<file path="src/rtl/spart_pkg.sv">
// Shared constants, state encodings and the baud-select decode for the
// mini-SPART loopback design.
package spart_pkg;

    localparam logic [15:0] DIV_4800  = 16'h12C0;
    localparam logic [15:0] DIV_9600  = 16'h0960;
    localparam logic [15:0] DIV_19200 = 16'h04B0;
    localparam logic [15:0] DIV_38400 = 16'h0258;

    localparam int OVERSAMPLE = 16;
    localparam int SAMPLE_PT  = 8;

    // Tick counters compare against the index of the Nth tick, hence the -1.
    localparam logic [3:0] TICK_LAST   = 4'(OVERSAMPLE - 1);
    localparam logic [3:0] TICK_SAMPLE = 4'(SAMPLE_PT - 1);

    typedef enum logic [1:0] {
        RX_IDLE,
        RX_START,
        RX_DATA,
        RX_STOP
    } rx_state_e;

    typedef enum logic [1:0] {
        TX_IDLE,
        TX_WAIT,
        TX_SEND
    } tx_state_e;

    typedef enum logic [1:0] {
        DRV_PROG_LO,
        DRV_PROG_HI,
        DRV_IDLE,
        DRV_ECHO
    } drv_state_e;

    function automatic logic [15:0] cfg_divisor(input logic [1:0] cfg);
        logic [15:0] d;
        case (cfg)
            2'b00:   d = DIV_4800;
            2'b01:   d = DIV_9600;
            2'b10:   d = DIV_19200;
            default: d = DIV_38400;
        endcase
        return d;
    endfunction

endpackage

</file>
<file path="src/rtl/baud_rate_gen.sv">
// Programmable 16x oversampling tick generator: en pulses once every
// `divisor` clocks; a byte write to either half restarts the count.
module baud_rate_gen
    import spart_pkg::*;
(
    input  logic       clk,
    input  logic       rst,
    input  logic [7:0] data,
    input  logic       sel_low,
    input  logic       sel_high,
    output logic       en
);

    logic [15:0] div_q, div_d;
    logic [15:0] cnt_q, cnt_d;
    logic [15:0] reload;
    logic        wr_q;

    // Divisors of 0 and 1 both collapse to a tick every cycle.
    assign reload = (div_q <= 16'd1) ? 16'd0 : div_q - 16'd1;
    assign en     = (cnt_q == 16'd0) && !wr_q;

    always_comb begin
        div_d = div_q;
        if (sel_low)  div_d[7:0]  = data;
        if (sel_high) div_d[15:8] = data;
    end

    always_comb begin
        cnt_d = cnt_q - 16'd1;
        if (wr_q || cnt_q == 16'd0) cnt_d = reload;
    end

    always_ff @(posedge clk) begin
        if (rst) begin
            div_q <= DIV_4800;
            cnt_q <= DIV_4800 - 16'd1;
            wr_q  <= 1'b0;
        end else begin
            div_q <= div_d;
            cnt_q <= cnt_d;
            wr_q  <= sel_low | sel_high;
        end
    end

endmodule

</file>
<file path="src/rtl/rx.sv">
// 8N1 receiver with 16x oversampling; centre-samples each bit and holds the
// last good byte with RDA until the consumer acknowledges with rd_rx.
module rx
    import spart_pkg::*;
(
    input  logic       clk,
    input  logic       rst,
    input  logic       RxD,
    input  logic       Baud,
    input  logic       rd_rx,
    output logic [7:0] RxD_data,
    output logic       RDA
);

    rx_state_e  state_q, state_d;
    logic       rx_meta_q, rx_sync_q;
    logic [3:0] tick_q, tick_d;
    logic [2:0] bit_q, bit_d;
    logic [7:0] shift_q, shift_d;
    logic [7:0] data_q, data_d;
    logic       rda_q, rda_d;
    logic       ferr_q, ferr_d;
    logic       done;

    always_ff @(posedge clk) begin
        if (rst) begin
            state_q   <= RX_IDLE;
            rx_meta_q <= 1'b1;
            rx_sync_q <= 1'b1;
            tick_q    <= '0;
            bit_q     <= '0;
            shift_q   <= '0;
            data_q    <= '0;
            rda_q     <= 1'b0;
            ferr_q    <= 1'b0;
        end else begin
            state_q   <= state_d;
            rx_meta_q <= RxD;
            rx_sync_q <= rx_meta_q;
            tick_q    <= tick_d;
            bit_q     <= bit_d;
            shift_q   <= shift_d;
            data_q    <= data_d;
            rda_q     <= rda_d;
            ferr_q    <= ferr_d;
        end
    end

    always_comb begin
        state_d = state_q;
        tick_d  = tick_q;
        bit_d   = bit_q;
        shift_d = shift_q;
        data_d  = data_q;
        ferr_d  = ferr_q;
        done    = 1'b0;
        unique case (state_q)
            RX_IDLE: begin
                if (!rx_sync_q) begin
                    state_d = RX_START;
                    tick_d  = '0;
                end
            end
            RX_START: begin
                if (Baud) begin
                    tick_d = tick_q + 4'd1;
                    if (tick_q == TICK_SAMPLE) begin
                        tick_d  = '0;
                        bit_d   = '0;
                        state_d = rx_sync_q ? RX_IDLE : RX_DATA;
                    end
                end
            end
            RX_DATA: begin
                if (Baud) begin
                    tick_d = tick_q + 4'd1;
                    if (tick_q == TICK_LAST) begin
                        shift_d = {rx_sync_q, shift_q[7:1]};
                        bit_d   = bit_q + 3'd1;
                        if (bit_q == 3'd7) state_d = RX_STOP;
                    end
                end
            end
            RX_STOP: begin
                // A low stop bit parks here until the line recovers.
                if (ferr_q) begin
                    if (rx_sync_q) begin
                        ferr_d  = 1'b0;
                        state_d = RX_IDLE;
                    end
                end else if (Baud) begin
                    tick_d = tick_q + 4'd1;
                    if (tick_q == TICK_LAST) begin
                        if (rx_sync_q) begin
                            done    = 1'b1;
                            data_d  = shift_q;
                            state_d = RX_IDLE;
                        end else begin
                            ferr_d = 1'b1;
                        end
                    end
                end
            end
            default: state_d = RX_IDLE;
        endcase
        rda_d = done ? 1'b1 : (rd_rx ? 1'b0 : rda_q);
    end

    always_comb begin
        RxD_data = data_q;
        RDA      = rda_q;
    end

endmodule

</file>
<file path="src/rtl/tx.sv">
// 8N1 transmitter: a byte accepted while idle goes out starting at the next
// baud tick, 16 ticks per bit, and tbr reports ready again after the stop bit.
module tx
    import spart_pkg::*;
(
    input  logic       clk,
    input  logic       rst,
    input  logic [7:0] data,
    input  logic       en,
    input  logic       en_tx,
    output logic       tbr,
    output logic       TxD
);

    tx_state_e  state_q, state_d;
    logic [9:0] shift_q, shift_d;
    logic [3:0] tick_q, tick_d;
    logic [3:0] bit_q, bit_d;
    logic       txd_q, txd_d;

    always_ff @(posedge clk) begin
        if (rst) begin
            state_q <= TX_IDLE;
            shift_q <= '1;
            tick_q  <= '0;
            bit_q   <= '0;
            txd_q   <= 1'b1;
        end else begin
            state_q <= state_d;
            shift_q <= shift_d;
            tick_q  <= tick_d;
            bit_q   <= bit_d;
            txd_q   <= txd_d;
        end
    end

    always_comb begin
        state_d = state_q;
        shift_d = shift_q;
        tick_d  = tick_q;
        bit_d   = bit_q;
        txd_d   = txd_q;
        unique case (state_q)
            TX_IDLE: begin
                if (en_tx) begin
                    shift_d = {1'b1, data, 1'b0};
                    state_d = TX_WAIT;
                end
            end
            TX_WAIT: begin
                if (en) begin
                    txd_d   = shift_q[0];
                    shift_d = {1'b1, shift_q[9:1]};
                    tick_d  = '0;
                    bit_d   = '0;
                    state_d = TX_SEND;
                end
            end
            TX_SEND: begin
                if (en) begin
                    tick_d = tick_q + 4'd1;
                    if (tick_q == TICK_LAST) begin
                        // bit 9 is the stop bit; its last tick frees the line.
                        if (bit_q == 4'd9) begin
                            txd_d   = 1'b1;
                            state_d = TX_IDLE;
                        end else begin
                            txd_d   = shift_q[0];
                            shift_d = {1'b1, shift_q[9:1]};
                            bit_d   = bit_q + 4'd1;
                        end
                    end
                end
            end
            default: state_d = TX_IDLE;
        endcase
    end

    always_comb begin
        tbr = (state_q == TX_IDLE);
        TxD = txd_q;
    end

endmodule

</file>
<file path="src/rtl/spart_echo_top.sv">
// Loopback top: programs the baud divisor from br_cfg, then echoes every
// correctly framed received byte back out on txd.
module spart_echo_top
    import spart_pkg::*;
(
    input  logic       clk,
    input  logic       rst,
    output logic       txd,
    input  logic       rxd,
    input  logic [1:0] br_cfg
);

    logic        en, tbr, RDA, rd_rx, en_tx, sel_low, sel_high;
    logic [7:0]  RxD_data, brg_data;
    logic [15:0] div_w;
    drv_state_e  drv_state_q, drv_state_d;
    logic [1:0]  cfg_q, cfg_d;

    baud_rate_gen u_brg (
        .clk      (clk),
        .rst      (rst),
        .data     (brg_data),
        .sel_low  (sel_low),
        .sel_high (sel_high),
        .en       (en)
    );

    rx u_rx (
        .clk      (clk),
        .rst      (rst),
        .RxD      (rxd),
        .Baud     (en),
        .rd_rx    (rd_rx),
        .RxD_data (RxD_data),
        .RDA      (RDA)
    );

    tx u_tx (
        .clk   (clk),
        .rst   (rst),
        .data  (RxD_data),
        .en    (en),
        .en_tx (en_tx),
        .tbr   (tbr),
        .TxD   (txd)
    );

    always_ff @(posedge clk) begin
        if (rst) begin
            drv_state_q <= DRV_PROG_LO;
            cfg_q       <= 2'b00;
        end else begin
            drv_state_q <= drv_state_d;
            cfg_q       <= cfg_d;
        end
    end

    always_comb begin
        drv_state_d = drv_state_q;
        cfg_d       = cfg_q;
        unique case (drv_state_q)
            DRV_PROG_LO: begin
                cfg_d       = br_cfg;
                drv_state_d = DRV_PROG_HI;
            end
            DRV_PROG_HI: drv_state_d = DRV_IDLE;
            DRV_IDLE: begin
                if (br_cfg != cfg_q)   drv_state_d = DRV_PROG_LO;
                else if (RDA && tbr)   drv_state_d = DRV_ECHO;
            end
            default: drv_state_d = DRV_IDLE;
        endcase
    end

    // The low byte is taken from the live switches; the high byte from the
    // value latched while writing the low byte, so both halves always match.
    always_comb begin
        sel_low  = 1'b0;
        sel_high = 1'b0;
        rd_rx    = 1'b0;
        en_tx    = 1'b0;
        div_w    = cfg_divisor((drv_state_q == DRV_PROG_LO) ? br_cfg : cfg_q);
        brg_data = div_w[7:0];
        unique case (drv_state_q)
            DRV_PROG_LO: sel_low = 1'b1;
            DRV_PROG_HI: begin
                sel_high = 1'b1;
                brg_data = div_w[15:8];
            end
            DRV_IDLE: begin
                if (br_cfg == cfg_q && RDA && tbr) begin
                    rd_rx = 1'b1;
                    en_tx = 1'b1;
                end
            end
            default: ;
        endcase
    end

endmodule

</file>
<file path="config.mk">
export PLATFORM = sky130hd
export DESIGN_NAME = spart_echo_top
export DESIGN_NICKNAME = d
export VERILOG_FILES = /design/src/rtl/spart_pkg.sv /design/src/rtl/baud_rate_gen.sv /design/src/rtl/rx.sv /design/src/rtl/tx.sv /design/src/rtl/spart_echo_top.sv
export SDC_FILE = /design/constraint.sdc
export NUM_CORES = 1
export LEC_CHECK = 0
export ABC_AREA = 1
export BUFFER_PORTS_ARGS = -buffer_cell sky130_fd_sc_hd__buf_2
export CAP_MARGIN = 40
export CORE_MARGIN = 2
export CORE_UTILIZATION = 57
export CTS_CLUSTER_DIAMETER = 100
export CTS_CLUSTER_SIZE = 8
export DETAILED_ROUTE_END_ITERATION = 7
export PLACE_DENSITY_LB_ADDON = 0.08
export SKIP_LAST_GASP = 1
export SYNTH_ARGS = -nofsm -noshare
export SYNTH_HDL_FRONTEND = slang
export SYNTH_SLANG_ARGS = --single-unit
export TNS_END_PERCENT = 1
</file>
<file path="constraint.sdc">
create_clock -name clk -period 1.9 [get_ports clk]
set_input_delay 0.38 -clock clk [delete_from_list [all_inputs] [get_ports clk]]
set_output_delay 0.38 -clock clk [all_outputs]
set_load 0.05 [all_outputs]
</file>
Yosys cells after proc, flatten, opt, wreduce, memory -nomap -nowiden
Index checks and enable logic that the tools add are counted.
W data, S select, Z words.

storage, ports and cells
  word-level logic and storage cells = 156
  bits in registers = 87
  output and inout bits = 1
  bits of input ports = 5

cells by class
  reduce and logical (&&, ||, !) cells = 25
  equality and inequality tests = 32
  mux-type cells = 70
  $add $sub $neg = 6
  magnitude comparators = 1
  bitwise operators = 2

operators by type and width
  cell                     number
  $mux W10                 5
  $mux W4                  10
  $pmux W13 S3             1
  $mux W2                  19
  $mux W16                 2
  $sub A16 B1 Y16 const B  2
  $pmux W10 S3             1
  $reduce_and A5 Y1        4
  $mux W1                  19
  $le A16 B1 Y1 const B    1
  $logic_not A16 Y1        1
  $pmux W4 S2              2
  $pmux W4 S4              1
  $ne A2 B2 Y1 const B     7
  $add A4 B1 Y4 const B    3
  $eq A4 B4 Y1 const B     3
  $mux W3                  4
  $ne A2 B1 Y1 const B     6
  $eq A2 B2 Y1 const B     5
  $reduce_and A3 Y1        3
  $eq A2 B1 Y1 const B     4
  $logic_not A2 Y1         4
  $mux W8                  1
  $pmux W2 S4              1
  22 further kinds         27

Longest topological paths before layout
Gate-level depths: netlist of the first run.

  depth in word-level cells = 7
  mapped depth = 12
  gate-level depth less buffers = 12

Hierarchy
Synthesis of the first run repeated with hierarchy kept, for this count alone.

second synthesis, totals
  cell total of the unflattened synthesis = 714
  area, all modules = 4928.5 sq um

modules (own cells, without submodules)
  module          cells an instance  area an instance (sq um)  instances  sequential area each (sq um)
  baud_rate_gen   307                2013.2                    1          660.6
  rx              166                1296.2                    1          580.6
  tx              185                1273.7                    1          400.4
  spart_echo_top  56                 345.3                     1          80.1

Worst setup path before layout of the first run
No wires, ideal clock.

  kind = register to register
  start = register u_brg.cnt_q[0]
  end = register u_tx.shift_q[0]
  path slack = 0.254 ns
  stages on the path, launching flop included = 12
  arrival time = 1.517 ns
  path buffers = 0
  period minus slack after synthesis = 1.646 ns
  setup time = 0.130 ns
  data required time = 1.770 ns
  cells stage by stage = dfxtp_1 -> inv_1 -> ha_1 -> nand3_2 -> nor2_4 -> nand3_4 -> a21oi_4 -> nand3_4 -> nor2_8 -> inv_6 -> nand2_1 -> nand3_1

on the way
  cells in the longest elaborated chain, start to end = 4
  elaborated cells on any way between the ends = 5
  those cells by class = 2 x eq/ne; 3 x reduce/logical

ends and longest elaborated chain
  element                                 line                 RTL
  start: declaration                      baud_rate_gen.sv:15  logic [15:0] cnt_q, cnt_d;
  start signal: assignment                baud_rate_gen.sv:37  cnt_q <= DIV_4800 - 16'd1;
  start signal: assignment                baud_rate_gen.sv:41  cnt_q <= cnt_d;
  $logic_not A16 Y1 (*)                   baud_rate_gen.sv:21  assign en = (cnt_q == 16'd0) && !wr_q;
  $logic_and A1 B1 Y1 (*)                 baud_rate_gen.sv:21
  $ne A2 B2 Y1 (no source line)           -
  $reduce_and A6 Y1 (no source line) (*)  -
  end signal: assignment                  tx.sv:30             shift_q <= shift_d;
  end: declaration                        tx.sv:16             logic [9:0] shift_q, shift_d;

Mark *: on every way between the ends. The rest lies on a longest branch, timed or not.
A chain may end at the register's enable or synchronous reset.

Worst setup path after layout of the first run
  start = register u_tx.state_q[0]
  end = register u_tx.bit_q[2]

on the way
  cells in the longest elaborated chain, start to end = 3
  elaborated cells on any way between the ends = 9
  those cells by class = 6 x eq/ne; 1 x mux; 2 x reduce/logical

ends and longest elaborated chain
  element                                                line      RTL
  start: declaration                                     tx.sv:15  tx_state_e state_q, state_d;
  start signal: assignment                               tx.sv:29  state_q <= state_d;
  $eq A2 B2 Y1 or $eq A2 B1 Y1 (tied branches)           tx.sv:43  unique case (state_q)
  $ne A2 B2 Y1 (no source line) (tied with other cells)  -
  $reduce_and A5 Y1 (no source line)                     -
  end signal: assignment                                 tx.sv:32  bit_q <= bit_d;
  end: declaration                                       tx.sv:18  logic [3:0] bit_q, bit_d;

Several ways; a longest one is shown, not always the timed one.

==> results_dict.tcl, run 1 <==
set metrics [dict create \
    synth_cell_type_count 40 \
    setup_viol_count_final 0 \
    routed_wl_mm 8.81 \
    gp_congestion 0.856 \
    start_util 0.591 \
    power.density_nw_per_um2 986 \
    ys_warn_count 0 \
    clock_skew_ps 13.7 \
    placed_area_um2 4530 \
    min_path_type "primary input to flop" \
    via_count 3727 \
    nFillCells 664 \
    rows 31 \
    io_pins 6 \
    postRouteAntennaNets 0 \
    r2r_cells 10 \
    design_area_um2 4730 \
    rsz0062_at_grt "yes" \
    combPwrFrac 0.267 \
    synth_mux_area_frac 0 \
    syn2layout_area_growth_pct 9.88 \
    drtPass1Iterations 5 \
    required_ps 2170 \
    multi_input_area_um2 2280 \
    final_common_cell "nand2_1" \
    grt_start_max_net_pins 35 \
    layout.nets 633 \
    cts_tree "done" \
    ff_latch_area_um2 1720 \
    synth_top_family_by_area "simple AND/OR/NAND/NOR gates" \
    drv_slew 0 \
    syn_nets 614 \
    crit_path_end_kind "flop" \
    clkSinkCount 86 \
    path_clk_slew_ps 100 \
    cap_violations 0 \
    p_sw_mw 1.71 \
    finalNonFillerCells 712 \
    cts_max_level 3 \
    worst_pin_slew_ps 581 \
    ctsLongestPathBuffers 2 \
    utilization 0.649 \
    dp_hpwl_mm 6.42 \
    wire_per_inst_um 12.4 \
    syn_inst 589 \
    antenna_cells 0 \
    dieArea_um2 8270 \
    die_w_um 90.9 \
    placement.io_buffers 5 \
    ctsHoldBuffers 0 \
    drive_gt1_frac 0.104 \
    outcome "complete, no violations" \
    track_usage 0.227 \
    vias_per_cell 5.23 \
    synth-edff-count 0 \
    grt_overflow 0 \
    pwr-share-clk 0.277 \
    dp.cells 696 \
    arrival_ps 2100 \
    postCtsSetupBuffers 0 \
    final_cell_mix "98 x nand2_1, 86 x dfxtp_1, 85 x nor2_1" \
    clk_latency_ps 370 \
    max_freq_mhz 547 \
    numCtsBuffers 9 \
    p_leak_nw 2.02 \
    hold_depth 2 \
    grt_pass1_vias 3455 \
    yosysSeqAreaShare 0.400 \
    antenna_found_initial 0 \
    cts_resized 0 \
    core_um2 7290 \
    syn_avg_cell_area_um2 7.31 \
    syn_area_um2 4310 \
    sequentialPowerShare 0.456 \
    synth_fa_ha_area_frac 0.0581 \
    synth-xor-area-share 0.0366 \
    switching_share 0.367 \
    synth_compound_area_frac 0.155 \
    ir_drop_uv 632 \
    synth_async_sr_flop_share 0 \
    synth_ff_type "dfxtp_1" \
    path_class "flop to flop" \
    crit_path_start_kind "flop" \
    die_y_um 90.9 \
    root_buffer "clkbuf_8" \
    drc 0 \
    fin_crit_ps 1830 \
    hold_violations 0 \
    synthSimpleGateAreaFrac 0.279 \
    ys_seq_elements 86 \
    slew_headroom 0.612 \
    intPower_mw 2.96 \
    grt_pass1_wl_mm 15.5 \
    crit_fanout 8 \
    fin_crit_sh 0.962 \
    drt-initial-drc-count 152 \
]
-- kinds of logic (layout without fill, tap and decap cells) --
| logic type | Yosys count | after routing |
|---|---|---|
| AO/OA/AOI/OAI | 119 | 119 |
| buffers and inverters | 80 | 104 |
| AND/OR/NAND/NOR | 266 | 266 |
| XOR/XNOR | 18 | 18 |
| adder cells (fa/ha/maj) | 20 | 20 |
| flip-flops | 86 | 86 |
-- power by group through the flow --
stage	Clock, mW	Combinational, mW	Sequential (mW)
after floorplan	0	0.959	2.14
after global placement	0	1.20	2.16
after detailed placement	0	1.25	2.16
after CTS	1.33	1.25	2.12
after global routing	1.38	1.43	2.15
final	1.29	1.25	2.13
-- per-layer routing --
layer / share of wire / routed length (um) / track usage
met2: 0.45 / 3990 / 0.369
met5: 0 / 0 / 0
met3: 0.037 / 322 / 0.0448
met1: 0.50 / 4400 / 0.306
met4: 0.011 / 99 / 0.0694
-- Yosys cell counts (3+ instances only) --
cell	number	area [um2]
nand2_2	4	25.0
nor2_4	3	33.8
o21ai_0	51	255
o211ai_1	10	75.1
dfxtp_1	86	1720
ha_1	20	250
nor2_2	3	18.8
nor2_1	85	319
nand4_1	5	31.3
inv_1	62	233
nor4_1	4	25.0
xor2_1	13	114
nand3_1	38	190
a21oi_1	42	210
or2_2	4	25.0
nand2_1	98	368
buf_2	3	15.0
nor3_1	15	75.1
clkbuf_1	12	45.0
xnor2_1	5	43.8
-- through the flow --
| stage | setup WS, ps | TNS (ps) | power (mW) | hold WS [ps] |
|---|---|---|---|---|
| 2_1_floorplan | 254 | 0 | 3.10 | 389 |
| 3_3_place_gp | 164 | 0 | 3.36 | 393 |
| 3_5_place_dp | 126 | 0 | 3.41 | 398 |
| 4_1_cts | 95.0 | 0 | 4.70 | 176 |
| 5_1_grt | -97.1 | -1110 | 4.96 | 171 |
| 6_report | 71.6 | 0 | 4.67 | 185 |
-- critical path, stage by stage, from the launching register on --
cell and delay [ps]:
dfxtp_1 390, inv_1 100, ha_1 320, inv_1 150, nor2_1 80, inv_1 150
nand2_1 80, nor2_1 250, nand3_1 110, nand2_1 80, nor2_1 40
-- registers in the layout (all words and copies together) (netlist names), named ones only --
| name | cells |
|---|---|
| cfg_q | 2 |
| drv_state_q | 2 |
| u_brg.cnt_q | 16 |
| u_brg.div_q | 16 |
| u_brg.wr_q | 1 |
| u_rx.RDA | 1 |
| u_rx.RxD_data | 8 |
| u_rx.bit_q | 3 |
| u_rx.ferr_q | 1 |
| u_rx.rx_meta_q | 1 |
| u_rx.rx_sync_q | 1 |
| u_rx.shift_q | 8 |
| u_rx.state_q | 1 |
| u_rx.tick_q | 4 |
| u_tx.TxD | 1 |
| u_tx.bit_q | 4 |
| u_tx.shift_q | 9 |
| u_tx.state_q | 2 |
| u_tx.tick_q | 4 |
-- final timing paths --
path / startpoint / slack (ps) / end
worst max-delay path: u_tx.state_q[0] / 70 / u_tx.bit_q[2]
worst min-delay path: rxd / 180 / u_rx.rx_meta_q
worst max register to register: u_tx.state_q[0] / 70 / u_tx.bit_q[2]
worst min register to register: u_rx.rx_meta_q / 420 / u_rx.rx_sync_q
-- cell type report --
cell class,count,area share
Multi-Input combinational cell,423,0.482
Sequential cell,86,0.364
Inverter,65,0.0526
Timing Repair Buffer,23,0.0338
Clock buffer,9,0.0262
Tap cell,99,0.0262
Clock inverter,7,0.0159
No activity file was read; power rests on OpenSTA's default activity.
==> run 2: changes to the inputs <==
--- a/config.mk
+++ b/config.mk
@@ -9,7 +9,7 @@
 export BUFFER_PORTS_ARGS = -buffer_cell sky130_fd_sc_hd__buf_2
 export CAP_MARGIN = 40
 export CORE_MARGIN = 2
-export CORE_UTILIZATION = 57
+export CORE_UTILIZATION = 50
 export CTS_CLUSTER_DIAMETER = 100
 export CTS_CLUSTER_SIZE = 8
 export DETAILED_ROUTE_END_ITERATION = 7
==> results_dict.tcl, run 2 (synthesis results as in run 1) <==
set metrics [dict create \
    outcome "complete, no violations" \
    drtPass1Iterations 5 \
    cap_violations 0 \
    antenna_found_initial 0 \
    root_buffer "clkbuf_8" \
    switching_share 0.353 \
    ff_latch_area_um2 1720 \
    crit_fanout 9 \
    dp_hpwl_mm 6.41 \
    crit_path_end_kind "flop" \
    top_regs "u_brg.cnt_q: 16 flops, u_brg.div_q: 16 flops, u_tx.shift_q: 9 flops" \
    p_leak_nw 1.98 \
    die_y_um 96.8 \
    min_path_type "primary input to flop" \
    p_sw_mw 1.61 \
    grt_overflow 0 \
    combPwrFrac 0.277 \
    gp_congestion 0.832 \
    setup_viol_count_final 0 \
    grt_pass1_wl_mm 15.2 \
    path_clk_slew_ps 80 \
    clk_latency_ps 350 \
    wire_per_inst_um 12.4 \
    die_w_um 96.8 \
    antenna_cells 0 \
    final_common_cell "nand2_1" \
    fin_crit_sh 0.941 \
    io_pins 6 \
    multi_input_area_um2 2310 \
    routed_wl_mm 8.87 \
    intPower_mw 2.95 \
    numCtsBuffers 9 \
    drc 0 \
    setup_slack_ps 112 \
    cts_tree "done" \
    arrival_ps 2010 \
    sequentialPowerShare 0.467 \
    layout.nets 631 \
    slew_headroom 0.696 \
    vias_per_cell 5.20 \
    rows 33 \
    clock_skew_ps 14.3 \
    finalPower_mw 4.55 \
    rsz0062_at_grt "yes" \
    clkSinkCount 86 \
    ir_drop_uv 488 \
    placement.io_buffers 5 \
    drive_gt1_frac 0.106 \
    required_ps 2120 \
    via_count 3722 \
    drt-initial-drc-count 132 \
    nFillCells 799 \
    grt_start_max_net_pins 48 \
    postRouteAntennaNets 0 \
    max_freq_mhz 559 \
    post-place-ws_ps 61.3 \
    cts_max_level 3 \
    ctsLongestPathBuffers 2 \
    drv_slew 0 \
    final_cell_mix "98 x nand2_1, 86 x dfxtp_1, 84 x nor2_1" \
    ctsHoldBuffers 0 \
    syn2layout_area_growth_pct 10.0 \
    pwr-share-clk 0.256 \
    power.density_nw_per_um2 961 \
    fin_crit_ps 1790 \
    start_util 0.519 \
    crit_path_start_kind "flop" \
    track_usage 0.193 \
    worst_pin_slew_ps 457 \
    dieArea_um2 9370 \
    core_um2 8300 \
    grt_pass1_vias 3417 \
    path_class "flop to flop" \
    hold_violations 0 \
]
-- run 2: critical path, cell delays in order (launching register included) --
cell     delay (ps)
dfxtp_1         330
inv_2            80
ha_4            140
nand3_2          90
nor2_4          160
nand3_4         130
a21oi_4         240
nand3_4         140
nor2_8          170
inv_6            60
nand2_1          50
nand3_1          60
-- run 2: power groups by stage --
stage	Combinational, mW	Sequential (mW)	Clock (mW)
6_report	1.26	2.13	1.17
5_1_grt	1.47	2.15	1.28
4_1_cts	1.22	2.12	1.20
3_5_place_dp	1.21	2.16	0
3_3_place_gp	1.20	2.16	0
2_1_floorplan	0.959	2.14	0
-- run 2: path summary, 6_finish.rpt --
kind	startpoint	to	slack [ps]	cells after the start
setup reg to reg	u_brg.cnt_q[0]	u_tx.shift_q[1]	110	11
hold reg to reg	u_rx.rx_meta_q	u_rx.rx_sync_q	460	1
setup / recovery	u_brg.cnt_q[0]	u_tx.shift_q[1]	110	11
hold / removal	rxd	u_rx.rx_meta_q	210	2
-- run 2: area by class of cell --
cell class / count / share of cell area
multi-input combinational: 424 / 0.488
sequential: 86 / 0.363
inverter: 65 / 0.0525
timing repair buffer: 20 / 0.0317
clock buffer: 11 / 0.0298
tap: 105 / 0.0277
clock inverter: 5 / 0.00739
-- run 2: stage by stage --
stage	setup TNS (ps)	cell area [um2]	hold WS, ps	util	instances
floorplan	0	4310	389	-	589
global placement	0	4520	430	0.545	698
detailed placement	0	4520	441	0.545	698
CTS	0	4700	198	0.566	714
global route	-51.8	4740	207	0.571	716
finish	0	4740	214	0.571	716
-- run 2: layer usage --
layer / vias to the layer above / GRT usage / routed length [um]
li1: 1976 / - / -
met1: 1701 / 0.264 / 4580
met2: 34 / 0.308 / 4010
met3: 11 / 0.0267 / 177
met4: 0 / 0.0726 / 95
met5: - / 0 / 0
-- run 2: timing repair --
item	in CTS	in global routing
endpoints found under the setup margin	0	21
hold endpoints to repair	0	0
gates resized for setup	0	7
buffers inserted	0	1
